<file path="config.mk">
export PLATFORM = sky130hd
export DESIGN_NAME = instr_fetch_queue_flat
export DESIGN_NICKNAME = d
export VERILOG_FILES = /design/src/rtl/fetch_pkg.sv /design/src/rtl/instr_fetch_queue_if.sv /design/src/rtl/fetch_fifo.sv /design/src/rtl/instr_fetch_queue.sv /design/src/flat_wrapper.sv
export SDC_FILE = /design/constraint.sdc
export NUM_CORES = 1
export LEC_CHECK = 0
export CORE_MARGIN = 3
export CORE_UTILIZATION = 55
export DETAILED_ROUTE_END_ITERATION = 12
export GPL_TIMING_DRIVEN = 0
export PLACE_DENSITY = 0.9
export SLEW_MARGIN = 20
export SYNTH_ARGS = -nofsm -noshare
export SYNTH_HDL_FRONTEND = slang
export SYNTH_HIERARCHICAL = 1
export SYNTH_SLANG_ARGS = --single-unit
</file>
<file path="constraint.sdc">
create_clock -name clk_i -period 14.8 [get_ports clk_i]
set_input_delay 2.96 -clock clk_i [delete_from_list [all_inputs] [get_ports clk_i]]
set_output_delay 2.96 -clock clk_i [all_outputs]
set_load 0.05 [all_outputs]
</file>
<file path="src/rtl/fetch_pkg.sv">
// fetch_pkg -- shared definitions for the instruction fetch queue.
//   WORD_W       : instruction / address width (32)
//   DEF_DEPTH    : default queue depth
//   DEF_RESET_PC : default first fetch address
//   fetch_state_e: fetch FSM states
//   align_pc()   : force a byte address onto a word boundary
package fetch_pkg;

  localparam int                WORD_W       = 32;
  localparam int                DEF_DEPTH    = 4;
  localparam logic [WORD_W-1:0] DEF_RESET_PC = 32'h0000_0000;

  // IDLE: no request. WAIT: request live, response kept.
  // KILL: request live, response discarded (a redirect overtook it).
  typedef enum logic [1:0] {
    S_IDLE = 2'd0,
    S_WAIT = 2'd1,
    S_KILL = 2'd2
  } fetch_state_e;

  function automatic logic [WORD_W-1:0] align_pc(input logic [WORD_W-1:0] pc);
    return {pc[WORD_W-1:2], 2'b00};
  endfunction

endpackage

</file>
<file path="src/rtl/instr_fetch_queue_if.sv">
// instr_fetch_queue_if -- memory-side and decode-side handshake bundle.
//   master : the fetch queue (drives imem_req_o/imem_addr_o, instr_valid_o/instr_o/pc_o)
//   slave  : the environment (memory + decode + redirect source)
interface instr_fetch_queue_if;

  logic                        imem_req_o;
  logic [fetch_pkg::WORD_W-1:0] imem_addr_o;
  logic                        imem_ack_i;
  logic [fetch_pkg::WORD_W-1:0] imem_data_i;
  logic                        instr_valid_o;
  logic [fetch_pkg::WORD_W-1:0] instr_o;
  logic [fetch_pkg::WORD_W-1:0] pc_o;
  logic                        instr_ready_i;
  logic                        redirect_i;
  logic [fetch_pkg::WORD_W-1:0] redirect_pc_i;

  modport master (
    output imem_req_o, imem_addr_o, instr_valid_o, instr_o, pc_o,
    input  imem_ack_i, imem_data_i, instr_ready_i, redirect_i, redirect_pc_i
  );

  modport slave (
    input  imem_req_o, imem_addr_o, instr_valid_o, instr_o, pc_o,
    output imem_ack_i, imem_data_i, instr_ready_i, redirect_i, redirect_pc_i
  );

endinterface

</file>
<file path="src/rtl/fetch_fifo.sv">
// fetch_fifo -- DEPTH-entry register FIFO holding {pc, instr} pairs.
//   clk_i, rst_i  : clock, async active-high reset (clears storage)
//   push_i/data_i : write one entry
//   pop_i         : retire head entry (caller guarantees non-empty)
//   flush_i       : empty the queue; wins over push/pop
//   head_o        : registered head entry
//   count_o       : current occupancy 0..DEPTH
module fetch_fifo #(
  parameter  int DEPTH  = 4,
  parameter  int DATA_W = 64,
  localparam int PTR_W  = $clog2(DEPTH),
  localparam int CNT_W  = $clog2(DEPTH) + 1
) (
  input  logic              clk_i,
  input  logic              rst_i,
  input  logic              push_i,
  input  logic [DATA_W-1:0] push_data_i,
  input  logic              pop_i,
  input  logic              flush_i,
  output logic [DATA_W-1:0] head_o,
  output logic [CNT_W-1:0]  count_o
);

  logic [DATA_W-1:0] mem_q [DEPTH];
  logic [PTR_W-1:0]  rd_q, wr_q;
  logic [CNT_W-1:0]  cnt_q;

  // Pointers wrap naturally because DEPTH is a power of two.
  always_ff @(posedge clk_i or posedge rst_i) begin
    if (rst_i) begin
      for (int i = 0; i < DEPTH; i++) mem_q[i] <= '0;
      rd_q  <= '0;
      wr_q  <= '0;
      cnt_q <= '0;
    end else if (flush_i) begin
      rd_q  <= '0;
      wr_q  <= '0;
      cnt_q <= '0;
    end else begin
      if (push_i) begin
        mem_q[wr_q] <= push_data_i;
        wr_q        <= wr_q + 1'b1;
      end
      if (pop_i) rd_q <= rd_q + 1'b1;
      cnt_q <= cnt_q + CNT_W'(push_i) - CNT_W'(pop_i);
    end
  end

  assign head_o  = mem_q[rd_q];
  assign count_o = cnt_q;

endmodule

</file>
<file path="src/rtl/instr_fetch_queue.sv">
// instr_fetch_queue -- fetches sequential instruction words from memory into a
// small queue feeding decode, with branch/jump redirect flush.
//   clk_i, rst_i : clock, async active-high reset
//   bus (master) : imem_req_o/imem_addr_o/imem_ack_i/imem_data_i memory side,
//                  instr_valid_o/instr_o/pc_o/instr_ready_i decode side,
//                  redirect_i/redirect_pc_i flush request
//   stall_cnt_o  : cycles with no valid head instruction (only when the
//                  FETCH_STALL_CNT_EN macro is defined)
module instr_fetch_queue
  import fetch_pkg::*;
#(
  parameter int                DEPTH    = DEF_DEPTH,
  parameter logic [WORD_W-1:0] RESET_PC = DEF_RESET_PC
) (
  input  logic                      clk_i,
  input  logic                      rst_i,
  instr_fetch_queue_if.master       bus
`ifdef FETCH_STALL_CNT_EN
  ,
  output logic [WORD_W-1:0]         stall_cnt_o
`endif
);

  localparam int               CNT_W = $clog2(DEPTH) + 1;
  localparam logic [CNT_W-1:0] FULL  = CNT_W'(DEPTH);

  fetch_state_e      state_q;
  logic [WORD_W-1:0] fetch_pc_q, addr_q;
  logic              req_q;

  logic [CNT_W-1:0]  count;
  logic [2*WORD_W-1:0] head;
  logic              valid, pop, ack, push;
  logic [CNT_W-1:0]  cnt_after;

  assign valid     = (count != '0);
  assign pop       = valid && bus.instr_ready_i && !bus.redirect_i;
  assign ack       = req_q && bus.imem_ack_i;
  assign push      = (state_q == S_WAIT) && ack && !bus.redirect_i;
  assign cnt_after = count + CNT_W'(push) - CNT_W'(pop);

  fetch_fifo #(.DEPTH(DEPTH), .DATA_W(2*WORD_W)) u_fifo (
    .clk_i       (clk_i),
    .rst_i       (rst_i),
    .push_i      (push),
    .push_data_i ({addr_q, bus.imem_data_i}),
    .pop_i       (pop),
    .flush_i     (bus.redirect_i),
    .head_o      (head),
    .count_o     (count)
  );

  // addr_q is separate from fetch_pc_q: in KILL the old address must stay on
  // the bus until ack while fetch_pc_q already holds the redirect target.
  always_ff @(posedge clk_i or posedge rst_i) begin
    if (rst_i) begin
      state_q    <= S_IDLE;
      fetch_pc_q <= RESET_PC;
      addr_q     <= RESET_PC;
      req_q      <= 1'b0;
    end else begin
      if (bus.redirect_i) fetch_pc_q <= align_pc(bus.redirect_pc_i);
      case (state_q)
        S_IDLE: begin
          if (!bus.redirect_i && count < FULL) begin
            state_q <= S_WAIT;
            req_q   <= 1'b1;
            addr_q  <= fetch_pc_q;
          end
        end
        S_WAIT: begin
          if (bus.redirect_i) begin
            if (ack) begin
              state_q <= S_IDLE;
              req_q   <= 1'b0;
            end else begin
              state_q <= S_KILL;
            end
          end else if (ack) begin
            fetch_pc_q <= fetch_pc_q + 32'd4;
            addr_q     <= fetch_pc_q + 32'd4;
            // Keep streaming only while the accepted word leaves room.
            if (cnt_after >= FULL) begin
              state_q <= S_IDLE;
              req_q   <= 1'b0;
            end
          end
        end
        S_KILL: begin
          if (ack) begin
            state_q <= S_IDLE;
            req_q   <= 1'b0;
          end
        end
        default: begin
          state_q <= S_IDLE;
          req_q   <= 1'b0;
        end
      endcase
    end
  end

  assign bus.imem_req_o    = req_q;
  assign bus.imem_addr_o   = addr_q;
  assign bus.instr_valid_o = valid;
  assign bus.instr_o       = head[WORD_W-1:0];
  assign bus.pc_o          = head[2*WORD_W-1:WORD_W];

`ifdef FETCH_STALL_CNT_EN
  logic [WORD_W-1:0] stall_q;

  always_ff @(posedge clk_i or posedge rst_i) begin
    if (rst_i)                     stall_q <= '0;
    else if (!valid && ~&stall_q)  stall_q <= stall_q + 1'b1;
  end

  assign stall_cnt_o = stall_q;
`endif

endmodule

</file>
<file path="src/flat_wrapper.sv">
// flat-port wrapper written by rule: the top's interface ports become plain ports
module instr_fetch_queue_flat import fetch_pkg::*;
#(
  parameter int                DEPTH    = DEF_DEPTH,
  parameter logic [WORD_W-1:0] RESET_PC = DEF_RESET_PC
)
  (clk_i, rst_i, bus_imem_req_o, bus_imem_addr_o, bus_instr_valid_o, bus_instr_o, bus_pc_o, bus_imem_ack_i, bus_imem_data_i, bus_instr_ready_i, bus_redirect_i, bus_redirect_pc_i);
  instr_fetch_queue_if bus_i ();
  input  logic clk_i;
  input  logic rst_i;
  output wire logic [$bits(bus_i.imem_req_o)-1:0] bus_imem_req_o;
  output wire logic [$bits(bus_i.imem_addr_o)-1:0] bus_imem_addr_o;
  output wire logic [$bits(bus_i.instr_valid_o)-1:0] bus_instr_valid_o;
  output wire logic [$bits(bus_i.instr_o)-1:0] bus_instr_o;
  output wire logic [$bits(bus_i.pc_o)-1:0] bus_pc_o;
  input wire logic [$bits(bus_i.imem_ack_i)-1:0] bus_imem_ack_i;
  input wire logic [$bits(bus_i.imem_data_i)-1:0] bus_imem_data_i;
  input wire logic [$bits(bus_i.instr_ready_i)-1:0] bus_instr_ready_i;
  input wire logic [$bits(bus_i.redirect_i)-1:0] bus_redirect_i;
  input wire logic [$bits(bus_i.redirect_pc_i)-1:0] bus_redirect_pc_i;
  assign bus_imem_req_o = bus_i.imem_req_o;
  assign bus_imem_addr_o = bus_i.imem_addr_o;
  assign bus_instr_valid_o = bus_i.instr_valid_o;
  assign bus_instr_o = bus_i.instr_o;
  assign bus_pc_o = bus_i.pc_o;
  assign bus_i.imem_ack_i = bus_imem_ack_i;
  assign bus_i.imem_data_i = bus_imem_data_i;
  assign bus_i.instr_ready_i = bus_instr_ready_i;
  assign bus_i.redirect_i = bus_redirect_i;
  assign bus_i.redirect_pc_i = bus_redirect_pc_i;
  instr_fetch_queue #(.DEPTH(DEPTH), .RESET_PC(RESET_PC)) u_core (.clk_i(clk_i), .rst_i(rst_i), .bus(bus_i));
endmodule
</file>
==> impl_metrics.env <==
export IMPL_synth_fp_nets=1164
export IMPL_drive_above_1_share_pct=33.6
export IMPL_grtUsageMet1_pct=32.9
export IMPL_finalMaxSlewViolations=0
export IMPL_antenna_found_initial=0
export IMPL_ctsHtreeMaxLevel=2
export IMPL_core_mm2=0.0289
export IMPL_yosysTopAreaCellShare_pct=50.7
export IMPL_portBuffers=164
export IMPL_irDropWorstVdd_v=0.000147
export IMPL_fin_worst_skew_ps=20.3
export IMPL_cts_made_buffers=36
export IMPL_cp_data_required_time_ps=11840
export IMPL_finalHoldViolCount=0
export IMPL_avgSynthCellArea_um2=15.0
export IMPL_multi_input_area_mm2=0.00722
export IMPL_path_class="register to output port"
export IMPL_power_leakage_nw=9.30
export IMPL_post_route_period_util_pct=38.7
export IMPL_worst_pin_slew_ps=605
export IMPL_cpMostUsedCell="buf_4"
export IMPL_rsz0062_at_grt="false"
export IMPL_globalRouteOverflowTotal=0
export IMPL_rrSetupSlack_ps=11620
export IMPL_slew_headroom_pct=59.5
export IMPL_yosysSeqAreaShare_pct=50.7
export IMPL_fp_row_count=62
export IMPL_via_per_inst=5.89
export IMPL_synthCells=1085
export IMPL_dp_hpwl_mm=25.6
export IMPL_ys_ff_latch=330
export IMPL_fillers=1873
export IMPL_die_x_um=178
export IMPL_cp_cell_sequence="buf_4 > buf_6 > buf_4 > mux4_2 > clkdlybuf4s50_1"
export IMPL_finalSetupViolCount=0
export IMPL_hold_buffers=0
export IMPL_critical_path_buf_inv_count=4
export IMPL_period_needed_ps=5720
export IMPL_clkLatencyLatePin_ps=520
export IMPL_drc=0
export IMPL_mostFrequentLayoutCells="dfrtp_1, mux2_4, clkdlybuf4s50_1"
export IMPL_wl_mm=38.2
export IMPL_io_pins=167
export IMPL_status="complete, no violations"
export IMPL_met2_usage_pct=42.5
export IMPL_die_h_um=178
export IMPL_grt_usage_pct=24.6
export IMPL_final_seq_area_mm2=0.00826
export IMPL_final_common_cell="dfrtp_1"
export IMPL_grt_max_degree=107
export IMPL_syn_to_final_growth_pct=20.5
export IMPL_critPathMaxStageDelay_ps=730
export IMPL_max_freq_mhz=175
export IMPL_yosysWarningCount=6
export IMPL_wl_per_cell_um=22.5
export IMPL_clk_path_buf_depth=3
export IMPL_synthesis_area_mm2=0.0163
export IMPL_cts_clk_slew_worst_paths_ps=60
export IMPL_diodes=0
export IMPL_postRouteAntennaNets=0
export IMPL_critPathLaunchType="register"
export IMPL_cts_resized=0
export IMPL_drt_pre_antenna_iters=5
export IMPL_tritoncts="yes"
export IMPL_grt_pass1_wl_mm=61.8
export IMPL_yosys_area_top_type="dfrtp_1"
export IMPL_cts_root_buffer="clkbuf_16"
export IMPL_die_area_mm2=0.0317
export IMPL_endpoint_kind="output port"
export IMPL_cts_sinks=330
export IMPL_critical_path_slowest_cell="clkdlybuf4s50_1"
export IMPL_grtUsageMet3_pct=4.47
export IMPL_p_per_area_mw_per_mm2=176
export IMPL_synth_cell_types=54
export IMPL_num_vias=10003
export IMPL_start_util_pct=56.3
export IMPL_hold_path_class="register to register"
export IMPL_grt_pass1_vias=11060
export IMPL_postCtsSetupBuffers=0
export IMPL_utilization_pct=67.8
export IMPL_setup_tns_final_ps=0
export IMPL_drt_iter0_markers=752
export IMPL_synthTopCellsByArea="dfrtp_1, mux2_4, mux4_2"
export IMPL_cp_data_arrival_time_ps=2760
export IMPL_gp_congestion=0.901
export IMPL_crit_family="buffers and inverters"
export IMPL_worst_path_max_fanout=10
export IMPL_cap_violations=0
export IMPL_finalNetCount=1369
export IMPL_busiest_layer="met2"
Yosys cell counts (all sizes together):
| master | count |
|---|---|
| a211o | 1 |
| a21bo | 1 |
| a21boi | 1 |
| a21oi | 4 |
| a22oi | 1 |
| a31oi | 32 |
| a32oi | 1 |
| and3 | 3 |
| and4 | 4 |
| buf | 50 |
| clkbuf | 30 |
| dfrtp | 330 |
| fa | 1 |
| ha | 9 |
| inv | 16 |
| mux2 | 256 |
| mux2i | 2 |
| mux4 | 64 |
| nand2 | 50 |
| nand2b | 2 |
| nand3 | 12 |
| nand3b | 5 |
| nand4 | 11 |
| nand4b | 3 |
| nor2 | 45 |
| nor2b | 6 |
| nor3 | 6 |
| nor4 | 4 |
| o211ai | 4 |
| o21ai | 37 |
| o311ai | 1 |
| o31ai | 20 |
| or2 | 4 |
| or3 | 13 |
| or4 | 28 |
| or4b | 1 |
| xnor2 | 21 |
| xnor3 | 1 |
| xor2 | 5 |
worst min-delay path, stage by stage (launching register included):
cell     delay, ps
dfrtp_1        340
nand2_1         60
nand2_1         60
sequential cells by signal, summed over array words and instances (netlist names):
register,count
u_core/bus.imem_req_o,1
u_core/u_fifo/mem_q,256
u_core/bus.imem_addr_o,32
u_core/u_fifo/rd_q,2
u_core/u_fifo/wr_q,2
u_core/fetch_pc_q,32
u_core/state_q,2
u_core/u_fifo/count_o,3
per-layer routing:
layer	vias up	share of wire [%]
li1	4431	-
met1	5172	42
met2	334	51
met3	66	5.8
met4	0	1.8
met5	-	0
final cells by class:
class | instances | area share, %
clock inverters | 11 | 0.319
repair buffers | 167 | 8.78
multi-input cells | 659 | 36.8
plain buffers | 80 | 3.83
clock buffers | 51 | 5.39
inverters | 16 | 0.357
well taps | 384 | 2.45
flip-flops and latches | 330 | 42.1
per-stage QoR:
stage	worst slack, ps	instances	instance area [um2]	hold WS, ps	total power, mW
2_1_floorplan	4600	1085	16300	431	2.15
3_3_place_gp	1760	1633	18400	449	2.57
3_5_place_dp	8700	1636	18500	467	2.61
4_1_cts	9030	1698	19600	488	3.48
5_1_grt	8980	1698	19600	509	3.60
6_report	9080	1698	19600	493	3.46
worst paths after layout:
path                                                    from                                     to  cells past startpoint
max reg2reg                u_core/bus.imem_req_o$_DFFE_PP0P_    u_core/u_fifo/mem_q[20]$_DFFE_PP0P_                     10
max                        u_core/u_fifo/rd_q[1]$_DFFE_PP0P_                           bus_pc_o[15]                      5
min reg2reg                 u_core/fetch_pc_q[1]$_DFFE_PP0P_  u_core/bus.imem_addr_o[1]$_DFFE_PP0P_                      2
max in group asynchronous                              rst_i   u_core/u_fifo/mem_q[203]$_DFFE_PP0P_                      3
min in group asynchronous                              rst_i         u_core/fetch_pc_q[3]$_DFF_PP0_                      2
min                         u_core/fetch_pc_q[1]$_DFFE_PP0P_  u_core/bus.imem_addr_o[1]$_DFFE_PP0P_                      2
power by group:
part	leakage (nW)	switching (mW)	total (mW)	internal [mW]
clock network	0.565	0.353	0.851	0.498
logic	4.38	0.799	1.37	0.571
registers	4.35	0.174	1.24	1.07
total	9.30	1.33	3.46	2.13
cell families after synthesis:
family	share of synthesized area, %
AO/OA/AOI/OAI	3.91
AND/OR/NAND/NOR	6.73
flip-flops	50.7
multiplexers	31.3
adder cells (fa/ha/maj)	0.814
buffers and inverters	4.98
XOR/XNOR	1.54
Power figures use the tool's default switching activity.
